===== src/rtl/fetch_pkg.sv =====
// Shared types and constants for the instruction fetch stage.
package fetch_pkg;

    // Fetch controller states; at most one memory request is ever in flight.
    typedef enum logic [1:0] {
        ST_REQ     = 2'b00,  // presenting a request at pcF
        ST_WAIT    = 2'b01,  // request accepted, waiting for its response
        ST_DISCARD = 2'b10,  // redirected while a response is still owed; drop it
        ST_HOLD    = 2'b11   // response captured while decode was stalled
    } fetch_state_t;

    // Instruction loaded into IF/ID for a bubble (all zeros).
    localparam logic [31:0] NOP = 32'h0000_0000;

    // Default fetch address after reset.
    localparam logic [31:0] RESETPC_DEFAULT = 32'h0000_0000;

endpackage : fetch_pkg


===== src/rtl/fetch_stage_ctrl_ifid.sv =====
// IF/ID pipeline register: load a fetched instruction, hold on stall,
// invalidate on flush (flush wins over stall), otherwise insert a bubble.
module ifid_register
    import fetch_pkg::*;
#(
    parameter int PCWIDTH    = 32,
    parameter int INSTRWIDTH = 32
) (
    input  logic                  clk,
    input  logic                  rst_n,
    input  logic                  load,
    input  logic                  stall,
    input  logic                  flush,
    input  logic [INSTRWIDTH-1:0] next_instr,
    input  logic [PCWIDTH-1:0]    next_pc,
    input  logic [PCWIDTH-1:0]    next_pc_plus4,
    output logic [INSTRWIDTH-1:0] instr,
    output logic [PCWIDTH-1:0]    pc,
    output logic [PCWIDTH-1:0]    pc_plus4,
    output logic                  valid
);

    localparam logic [INSTRWIDTH-1:0] NOP_INSTR = INSTRWIDTH'(NOP);
    localparam logic [PCWIDTH-1:0]    PC_ZERO   = {PCWIDTH{1'b0}};

    logic [INSTRWIDTH-1:0] instr_r;
    logic [PCWIDTH-1:0]    pc_r;
    logic [PCWIDTH-1:0]    pc_plus4_r;
    logic                  valid_r;

    // Pipeline register update with flush > stall > load > bubble priority.
    always_ff @(posedge clk or negedge rst_n) begin
        if (!rst_n) begin
            instr_r    <= NOP_INSTR;
            pc_r       <= PC_ZERO;
            pc_plus4_r <= PC_ZERO;
            valid_r    <= 1'b0;
        end else if (flush) begin
            instr_r    <= NOP_INSTR;
            valid_r    <= 1'b0;
        end else if (stall) begin
            instr_r    <= instr_r;
            pc_r       <= pc_r;
            pc_plus4_r <= pc_plus4_r;
            valid_r    <= valid_r;
        end else if (load) begin
            instr_r    <= next_instr;
            pc_r       <= next_pc;
            pc_plus4_r <= next_pc_plus4;
            valid_r    <= 1'b1;
        end else begin
            // Nothing delivered this cycle: bubble, program counters kept.
            instr_r    <= NOP_INSTR;
            valid_r    <= 1'b0;
        end
    end

    assign instr    = instr_r;
    assign pc       = pc_r;
    assign pc_plus4 = pc_plus4_r;
    assign valid    = valid_r;

endmodule : ifid_register


===== src/rtl/fetch_stage_ctrl.sv =====
// Instruction fetch controller: owns pcF and the request/response FSM,
// keeps one memory request outstanding, parks a response that arrives while
// decode is stalled, and drops responses made stale by a branch redirect.
module fetch_stage_ctrl
    import fetch_pkg::*;
#(
    parameter int                  PCWIDTH    = 32,
    parameter int                  INSTRWIDTH = 32,
    parameter logic [PCWIDTH-1:0]  RESETPC    = PCWIDTH'(RESETPC_DEFAULT)
) (
    input  logic                  clk,
    input  logic                  rst_n,
    input  logic                  stallF,
    input  logic                  stallD,
    input  logic                  flushD,
    input  logic                  takeBranchE,
    input  logic [PCWIDTH-1:0]    branchTargetE,
    output logic                  imemReqValid,
    input  logic                  imemReqReady,
    output logic [PCWIDTH-1:0]    imemReqAddress,
    input  logic                  imemRespValid,
    input  logic [INSTRWIDTH-1:0] imemRespData,
    output logic [INSTRWIDTH-1:0] instrD,
    output logic [PCWIDTH-1:0]    pcD,
    output logic [PCWIDTH-1:0]    pcPlus4D,
    output logic                  validD
);

    localparam logic [PCWIDTH-1:0]    PC_STEP   = PCWIDTH'(32'd4);
    localparam logic [INSTRWIDTH-1:0] NOP_INSTR = INSTRWIDTH'(NOP);

    fetch_state_t          state_r;
    logic [PCWIDTH-1:0]    pc_r;
    logic                  req_valid_r;
    logic [INSTRWIDTH-1:0] buf_instr_r;

    logic [PCWIDTH-1:0]    pc_plus4_s;
    logic [PCWIDTH-1:0]    target_aligned_s;
    logic                  accept_s;
    logic                  deliver_s;
    logic [INSTRWIDTH-1:0] deliver_instr_s;

    // Sequential PC increment; wraps naturally at 2^PCWIDTH.
    assign pc_plus4_s       = pc_r + PC_STEP;
    // Redirect targets are always word aligned.
    assign target_aligned_s = {branchTargetE[PCWIDTH-1:2], 2'b00};
    // Request handshake completes on this edge.
    assign accept_s         = (state_r == ST_REQ) && req_valid_r && imemReqReady;

    // Decide whether an instruction enters IF/ID this cycle, and from where.
    always_comb begin
        deliver_s       = 1'b0;
        deliver_instr_s = imemRespData;
        if (takeBranchE) begin
            // A redirect makes whatever is in flight or parked stale.
            deliver_s       = 1'b0;
            deliver_instr_s = imemRespData;
        end else begin
            case (state_r)
                ST_WAIT: begin
                    deliver_s       = imemRespValid && !stallD && !stallF;
                    deliver_instr_s = imemRespData;
                end
                ST_HOLD: begin
                    deliver_s       = !stallD;
                    deliver_instr_s = buf_instr_r;
                end
                default: begin
                    deliver_s       = 1'b0;
                    deliver_instr_s = imemRespData;
                end
            endcase
        end
    end

    // Fetch FSM with registered request-valid, PC and parked-instruction buffer.
    always_ff @(posedge clk or negedge rst_n) begin
        if (!rst_n) begin
            state_r     <= ST_REQ;
            pc_r        <= RESETPC;
            req_valid_r <= 1'b0;
            buf_instr_r <= NOP_INSTR;
        end else if (takeBranchE) begin
            // Redirect wins over stallF and empties the parked buffer.
            pc_r        <= target_aligned_s;
            buf_instr_r <= NOP_INSTR;
            case (state_r)
                ST_REQ: begin
                    if (accept_s) begin
                        // Old address was just accepted; its response is owed.
                        state_r     <= ST_DISCARD;
                        req_valid_r <= 1'b0;
                    end else begin
                        // Not yet accepted, so the address may simply change.
                        state_r     <= ST_REQ;
                        req_valid_r <= 1'b1;
                    end
                end
                ST_WAIT, ST_DISCARD: begin
                    if (imemRespValid) begin
                        // Outstanding response arrives now and is dropped.
                        state_r     <= ST_REQ;
                        req_valid_r <= 1'b1;
                    end else begin
                        state_r     <= ST_DISCARD;
                        req_valid_r <= 1'b0;
                    end
                end
                ST_HOLD: begin
                    state_r     <= ST_REQ;
                    req_valid_r <= 1'b1;
                end
                default: begin
                    state_r     <= ST_REQ;
                    req_valid_r <= 1'b1;
                end
            endcase
        end else begin
            case (state_r)
                ST_REQ: begin
                    // Responses seen here belong to nothing and are ignored.
                    if (accept_s) begin
                        state_r     <= ST_WAIT;
                        req_valid_r <= 1'b0;
                    end else begin
                        state_r     <= ST_REQ;
                        req_valid_r <= 1'b1;
                    end
                end
                ST_WAIT: begin
                    if (imemRespValid && deliver_s) begin
                        pc_r        <= pc_plus4_s;
                        state_r     <= ST_REQ;
                        req_valid_r <= 1'b1;
                    end else if (imemRespValid) begin
                        // Decode or fetch stalled: park the instruction.
                        buf_instr_r <= imemRespData;
                        state_r     <= ST_HOLD;
                        req_valid_r <= 1'b0;
                    end else begin
                        state_r     <= ST_WAIT;
                        req_valid_r <= 1'b0;
                    end
                end
                ST_DISCARD: begin
                    if (imemRespValid) begin
                        state_r     <= ST_REQ;
                        req_valid_r <= 1'b1;
                    end else begin
                        state_r     <= ST_DISCARD;
                        req_valid_r <= 1'b0;
                    end
                end
                ST_HOLD: begin
                    if (deliver_s) begin
                        pc_r        <= pc_plus4_s;
                        buf_instr_r <= NOP_INSTR;
                        state_r     <= ST_REQ;
                        req_valid_r <= 1'b1;
                    end else begin
                        state_r     <= ST_HOLD;
                        req_valid_r <= 1'b0;
                    end
                end
                default: begin
                    state_r     <= ST_REQ;
                    req_valid_r <= 1'b1;
                end
            endcase
        end
    end

    assign imemReqValid   = req_valid_r;
    assign imemReqAddress = pc_r;

    ifid_register #(
        .PCWIDTH    (PCWIDTH),
        .INSTRWIDTH (INSTRWIDTH)
    ) u_ifid (
        .clk           (clk),
        .rst_n         (rst_n),
        .load          (deliver_s),
        .stall         (stallD),
        .flush         (flushD),
        .next_instr    (deliver_instr_s),
        .next_pc       (pc_r),
        .next_pc_plus4 (pc_plus4_s),
        .instr         (instrD),
        .pc            (pcD),
        .pc_plus4      (pcPlus4D),
        .valid         (validD)
    );

endmodule : fetch_stage_ctrl


===== config.mk =====
export PLATFORM = sky130hd
export DESIGN_NAME = fetch_stage_ctrl
export DESIGN_NICKNAME = d
export VERILOG_FILES = /design/src/rtl/fetch_pkg.sv /design/src/rtl/fetch_stage_ctrl_ifid.sv /design/src/rtl/fetch_stage_ctrl.sv
export SDC_FILE = /design/constraint.sdc
export NUM_CORES = 1
export LEC_CHECK = 0
export ABC_CLOCK_PERIOD_IN_PS = 6900
export CAP_MARGIN = 15
export CORE_MARGIN = 4
export CORE_UTILIZATION = 50
export DETAILED_ROUTE_END_ITERATION = 10
export PLACE_DENSITY = 0.9
export SETUP_SLACK_MARGIN = 0.4
export SLEW_MARGIN = 0
export SYNTH_ARGS = -nofsm -noshare
export SYNTH_HDL_FRONTEND = slang
export SYNTH_SLANG_ARGS = --single-unit

===== constraint.sdc =====
create_clock -name clk -period 6.9 [get_ports clk]
set_clock_uncertainty 0.15 [all_clocks]
set_input_delay 1.035 -clock clk [delete_from_list [all_inputs] [get_ports clk]]
set_output_delay 1.035 -clock clk [all_outputs]
set_load 0.01 [all_outputs]

==> impl_metrics.yaml, run 1 <==
outcome:
  status: "finished clean"
cells_and_area:
  most-common-layout-cells: "nand2_1 (262), clkdlybuf4s50_1 (191), dfrtp_1 (158), o21ai_0 (110), xnor2_1 (37)"
  nNetsFinal: 1057
  drive_above_1_share_pct: 6.95
  fill_cells: 1050
  final_common_cell: "nand2_1"
  antenna_cells: 0
  fin_util_pct: 69.0
  syn_to_final_growth_pct: 34.6
synth:
  ys.flop_type: "dfrtp_1"
  ys_types: 44
  syn_area_sq_mm: 0.00748
  ys_async_sr_fraction_pct: 100
  yosysSeqAreaShare_pct: 52.9
  postSynthCellCount: 821
  yosysWarnings: 0
  synth_edf_count: 0
  synth_seq_cells: 158
  syn_area_per_cell_sq_um: 9.11
cts:
  cts_buffers: 17
  cts.sinks: 158
  clk_latency_ps: 420
  cts_buffer_depth: 2
  cts_setup_buffers: 0
  cts_htree_levels: 4
  cts_root_buf: "clkbuf_16"
  cts_tree: "built"
  post_cts_resized: 0
  cts_hold_buf: 0
  clkTransAtPathRegs_ps: 60
die:
  pin_count: 202
  die_area_sq_mm: 0.0170
  start_util_pct: 51.3
  dieWidth_um: 130
  die_h_um: 130
  core_sq_mm: 0.0146
  rows: 44
sta:
  period_minus_slack_ps: 3290
  timing.slew.headroom_pct: 31.8
  tns_ps: 0
  max_freq_ghz: 0.304
  final-setup-viol-count: 0
  worst_slack_ps: 3610
  min_period_over_period_pct: 47.6
  finalHoldViolations: 0
  max_slew.worst_pin.slew_ps: 1020
  grt_setup_unrepaired: "false"
  slew_violations: 0
run:
  drv_cap: 0
drt:
  remaining_drc_errors: 0
  vias: 6275
  detail_route.wl_per_cell_um: 16.8
  avgViaCountPerCell: 5.33
  drt_iter0_markers: 484
  ant_nets: 0
  dr.pass1.iters: 5
  finalWirelength_mm: 19.8
power:
  vdd_ir_drop_max_uv: 219
  p_leak_nw: 4.20
  power_mw: 3.21
  powerDensity_mw_per_mm2: 318
min_path:
  min_path_type: "flop to flop"
place:
  hpwlAfterDp_mm: 13.4
  pre_cts_ws_ps: 3210
  globalplace.congestion: 0.811
  port-buffer-count: 193
critical_path:
  critical_path_peak_fanout: 81
  critPathRequiredTime_ps: 7010
  start_kind: "primary input"
  setup.worst_path.class: "primary input to flop"
  end_kind: "flop"
  worst_ep_arrival_time_ps: 3400
global_routing:
  grt_overflow_total: 0
  grt_pass1_vias: 6210
  grt_max_degree: 82
  grt_use_total_pct: 23.8
  grt_pass1_wl_mm: 31.7
  antenna_found_initial: 0
[registers in the layout, summed over array words and instances (netlist names)]
register	cells
imemReqAddress	30
state_r	2
u_ifid.instr	32
imemReqValid	1
u_ifid.pc	30
buf_instr_r	32
u_ifid.valid	1
u_ifid.pc_plus4	30
[cell families after synthesis]
logic type | Yosys count | synth area share (%)
buf+inv | 75 | 4.62
flops | 158 | 52.9
simple gates | 353 | 20.6
fa+ha+maj | 5 | 0.836
other cells | 1 | 0.0501
xor+xnor | 57 | 6.67
compound gates | 138 | 9.77
mux | 34 | 4.57
[critical path: stages]
cell and delay, ps:
clkdlybuf4s50_1 560, or3_1 440, or3_4 570, buf_4 430, nand2_1 180, o21ai_0 100
[area by class of cell]
class	count	area, sq um	area share, %
Clock buffer	18	429	4.26
Timing Repair Buffer	202	2000	19.8
Sequential cell	158	3950	39.3
Multi-Input combinational cell	593	3240	32.2
Clock inverter	14	191	1.90
Inverter	8	30.0	0.298
Tap cell	184	230	2.29
[power breakdown]
group	switching, mW	leakage [nW]	total (mW)	internal (mW)
clock	0.383	0.293	0.989	0.606
combinational	0.439	1.82	0.919	0.480
sequential	0.151	2.09	1.30	1.15
total	0.973	4.20	3.21	2.23
[final timing paths]
check / cells after the start / slack [ps] / to / start
setup / recovery: 6 / 3610 / u_ifid.pc_plus4[28] / stallD
hold / removal: 2 / 320 / u_ifid.pc_plus4[3] / u_ifid.pc_plus4[3]
setup reg to reg: 5 / 4050 / u_ifid.pc_plus4[24] / state_r[0]
hold reg to reg: 2 / 320 / u_ifid.pc_plus4[3] / u_ifid.pc_plus4[3]
max in group asynchronous: 2 / 4560 / buf_instr_r[8] / rst_n
min in group asynchronous: 1 / 480 / u_ifid.instr[15] / rst_n
[metrics by stage]
step	std cells	hold WS, ps	instance area [sq um]
after detailed placement	1145	313	9450
after global routing	1177	346	10100
after CTS	1177	328	10100
after floorplan	826	300	7500
after global placement	1145	308	9450
final	1177	322	10100
[Yosys cell counts (2+ instances only)]
master	n	area, sq um
buf_4	7	52.6
o31ai_1	2	15.0
nor2_1	20	75.1
nand4_1	13	81.3
inv_1	8	30.0
or3_1	4	25.0
dfrtp_1	158	3950
nand2_1	262	983
nor4_2	4	50.1
nand3_1	13	65.1
xnor2_1	37	324
or4_1	2	15.0
a21oi_1	3	15.0
o21ai_0	110	551
buf_2	23	115
xor2_1	20	175
nand2b_1	2	12.5
clkbuf_1	35	131
o21ai_1	15	75.1
nor3_1	8	40.0
ha_1	5	62.6
mux2i_1	33	330
nor4_1	3	18.8
nor3_2	7	70.1
or2_2	3	18.8
and3_1	6	37.5
[layer usage]
layer | wire, um | share of wire, % | track usage (%)
met5 | 0 | 0 | 0
met4 | 250 | 1.3 | 7.40
met3 | 1730 | 8.8 | 7.90
met2 | 9640 | 49 | 38.7
met1 | 8140 | 41 | 30.4
No activity file was read; power rests on OpenSTA's default activity.
==> run 2, diff against run 1 <==
- ABC_CLOCK_PERIOD_IN_PS: 6900 -> 3100
- CORE_UTILIZATION: 50 -> 49
- PLACE_DENSITY: 0.9 -> 0.89
- clock period: 6.9 -> 3.1 ns (I/O delays scaled with it)
==> impl_metrics.yaml, run 2 (same netlist as run 1, synthesis figures left out) <==
outcome:
  status: "finished clean"
critical_path:
  worstSetupStartpoint: "imemReqAddress[12]"
  end_kind: "flop"
  crit-reg2reg-launch: "imemReqAddress[12]"
  critPathRequiredTime_ps: 3240
  critPathTopFamily: "simple AND/OR/NAND/NOR gates"
  cpMaxStageDelayCell: "or4_1"
  worst_ep_arrival_time_ps: 2700
  crit_chain: "nand4_2 -> or4_1 -> nor4_2 -> xnor2_1 -> o21ai_1"
  path_buf_inv: 0
  start_kind: "flop"
  setup.worst_path.class: "flop to flop"
  max_stage_delay_ps: 910
  critical_path_peak_fanout: 14
  r2r_slack_ps: 540
power:
  vdd_ir_drop_max_uv: 467
  pwr-share-comb_pct: 29.5
  seqPwrFrac_pct: 40.9
  switching_power_mw: 2.23
  power_mw: 7.08
  powerDensity_mw_per_mm2: 697
  pwr-share-clk_pct: 29.6
  swShare_pct: 31.5
  p_int_mw: 4.85
  p_leak_nw: 4.26
sta:
  max_slew.worst_pin.slew_ps: 749
  final-setup-viol-count: 0
  holdWs_ps: 324
  finalHoldViolations: 0
  min_period_over_period_pct: 82.6
  slew_violations: 0
  timing.slew.headroom_pct: 50.0
  tns_ps: 0
  max_freq_ghz: 0.390
  period_minus_slack_ps: 2560
  grt_setup_unrepaired: "false"
cts:
  cts_tree: "built"
  cts.sinks: 158
  cts_hold_buf: 1
  cts_buffers: 17
  clkTransAtPathRegs_ps: 70
  cts_root_buf: "clkbuf_16"
  cts_setup_buffers: 0
  cts_htree_levels: 4
  cts_buffer_depth: 2
  clk_latency_ps: 430
  post_cts_resized: 0
drt:
  finalWirelength_mm: 20.6
  remaining_drc_errors: 0
  vias: 6422
  detail_route.wl_per_cell_um: 17.3
  dr.pass1.iters: 5
  drt_iter0_markers: 402
  avgViaCountPerCell: 5.41
  ant_nets: 0
global_routing:
  grt_pass1_wl_mm: 33.7
  grt_max_degree: 65
  grt_overflow_total: 0
  antenna_found_initial: 0
  grt_pass1_vias: 6504
  grt_use_total_pct: 24.0
die:
  dieWidth_um: 132
  die_h_um: 132
  rows: 44
  pin_count: 202
  die_area_sq_mm: 0.0173
  core_sq_mm: 0.0148
  start_util_pct: 50.7
min_path:
  min_path_type: "flop to flop"
  min_from: "u_ifid.pc[2]"
place:
  port-buffer-count: 193
  hpwlAfterDp_mm: 14.1
  globalplace.congestion: 0.788
cells_and_area:
  final_common_cell: "nand2_1"
  drive_above_1_share_pct: 7.97
  syn_to_final_growth_pct: 35.8
  most-common-layout-cells: "nand2_1 (262), clkdlybuf4s50_1 (191), dfrtp_1 (158), o21ai_0 (110), xnor2_1 (37)"
  nNetsFinal: 1068
  antenna_cells: 0
run:
  drv_cap: 0
==> run 2: power by group through the flow <==
| stage | clock (mW) | sequential, mW | combinational (mW) |
|---|---|---|---|
| after floorplan | 0 | 3.05 | 0.724 |
| after global placement | 0 | 2.89 | 2.04 |
| after detailed placement | 0 | 2.92 | 2.10 |
| after CTS | 2.12 | 2.89 | 2.11 |
| after global routing | 2.21 | 2.96 | 2.29 |
| final | 2.10 | 2.89 | 2.09 |
==> run 2: worst paths after layout <==
| kind | depth (start not counted) | to |
|---|---|---|
| max | 5 | imemReqAddress[25] |
| min | 2 | u_ifid.pc[2] |
| max reg2reg | 5 | imemReqAddress[25] |
| min reg2reg | 2 | u_ifid.pc[2] |
| max in group asynchronous | 3 | u_ifid.pc[3] |
| min in group asynchronous | 2 | u_ifid.instr[10] |
==> run 2: cell type report <==
class / count / area [sq um]
Inverter: 8 / 30.0
Fill cell: 1109 / 4600
Clock buffer: 17 / 425
Tap cell: 184 / 230
Sequential cell: 158 / 3950
Clock inverter: 15 / 161
Timing Repair Buffer: 213 / 2120
Multi-Input combinational cell: 593 / 3240
==> run 2: tightest hold or removal path, stage by stage, from the launching register on <==
cell and delay [ps]:
dfrtp_1 340, nand2_1 50, nand2_1 50
==> run 2: per-stage QoR <==
stage          instance area [sq um]  cells  setup WS [ps]  utilization (%)
5_1_grt                        10200   1188            418             68.8
2_1_floorplan                   7500    826            911                -
3_5_place_dp                    9560   1155            265             64.8
4_1_cts                        10200   1188            537             68.8
6_report                       10200   1188            539             68.8
3_3_place_gp                    9560   1155            342             64.8
==> run 2: layer usage <==
metal  vias to the layer above  GRT usage [%]  wire, um
met2                       254           40.5     10200
met5                         -              0         0
met3                        22           8.60      1840
met1                      3100           29.6      8340
li1                       3046              -         -
met4                         0           5.89       210
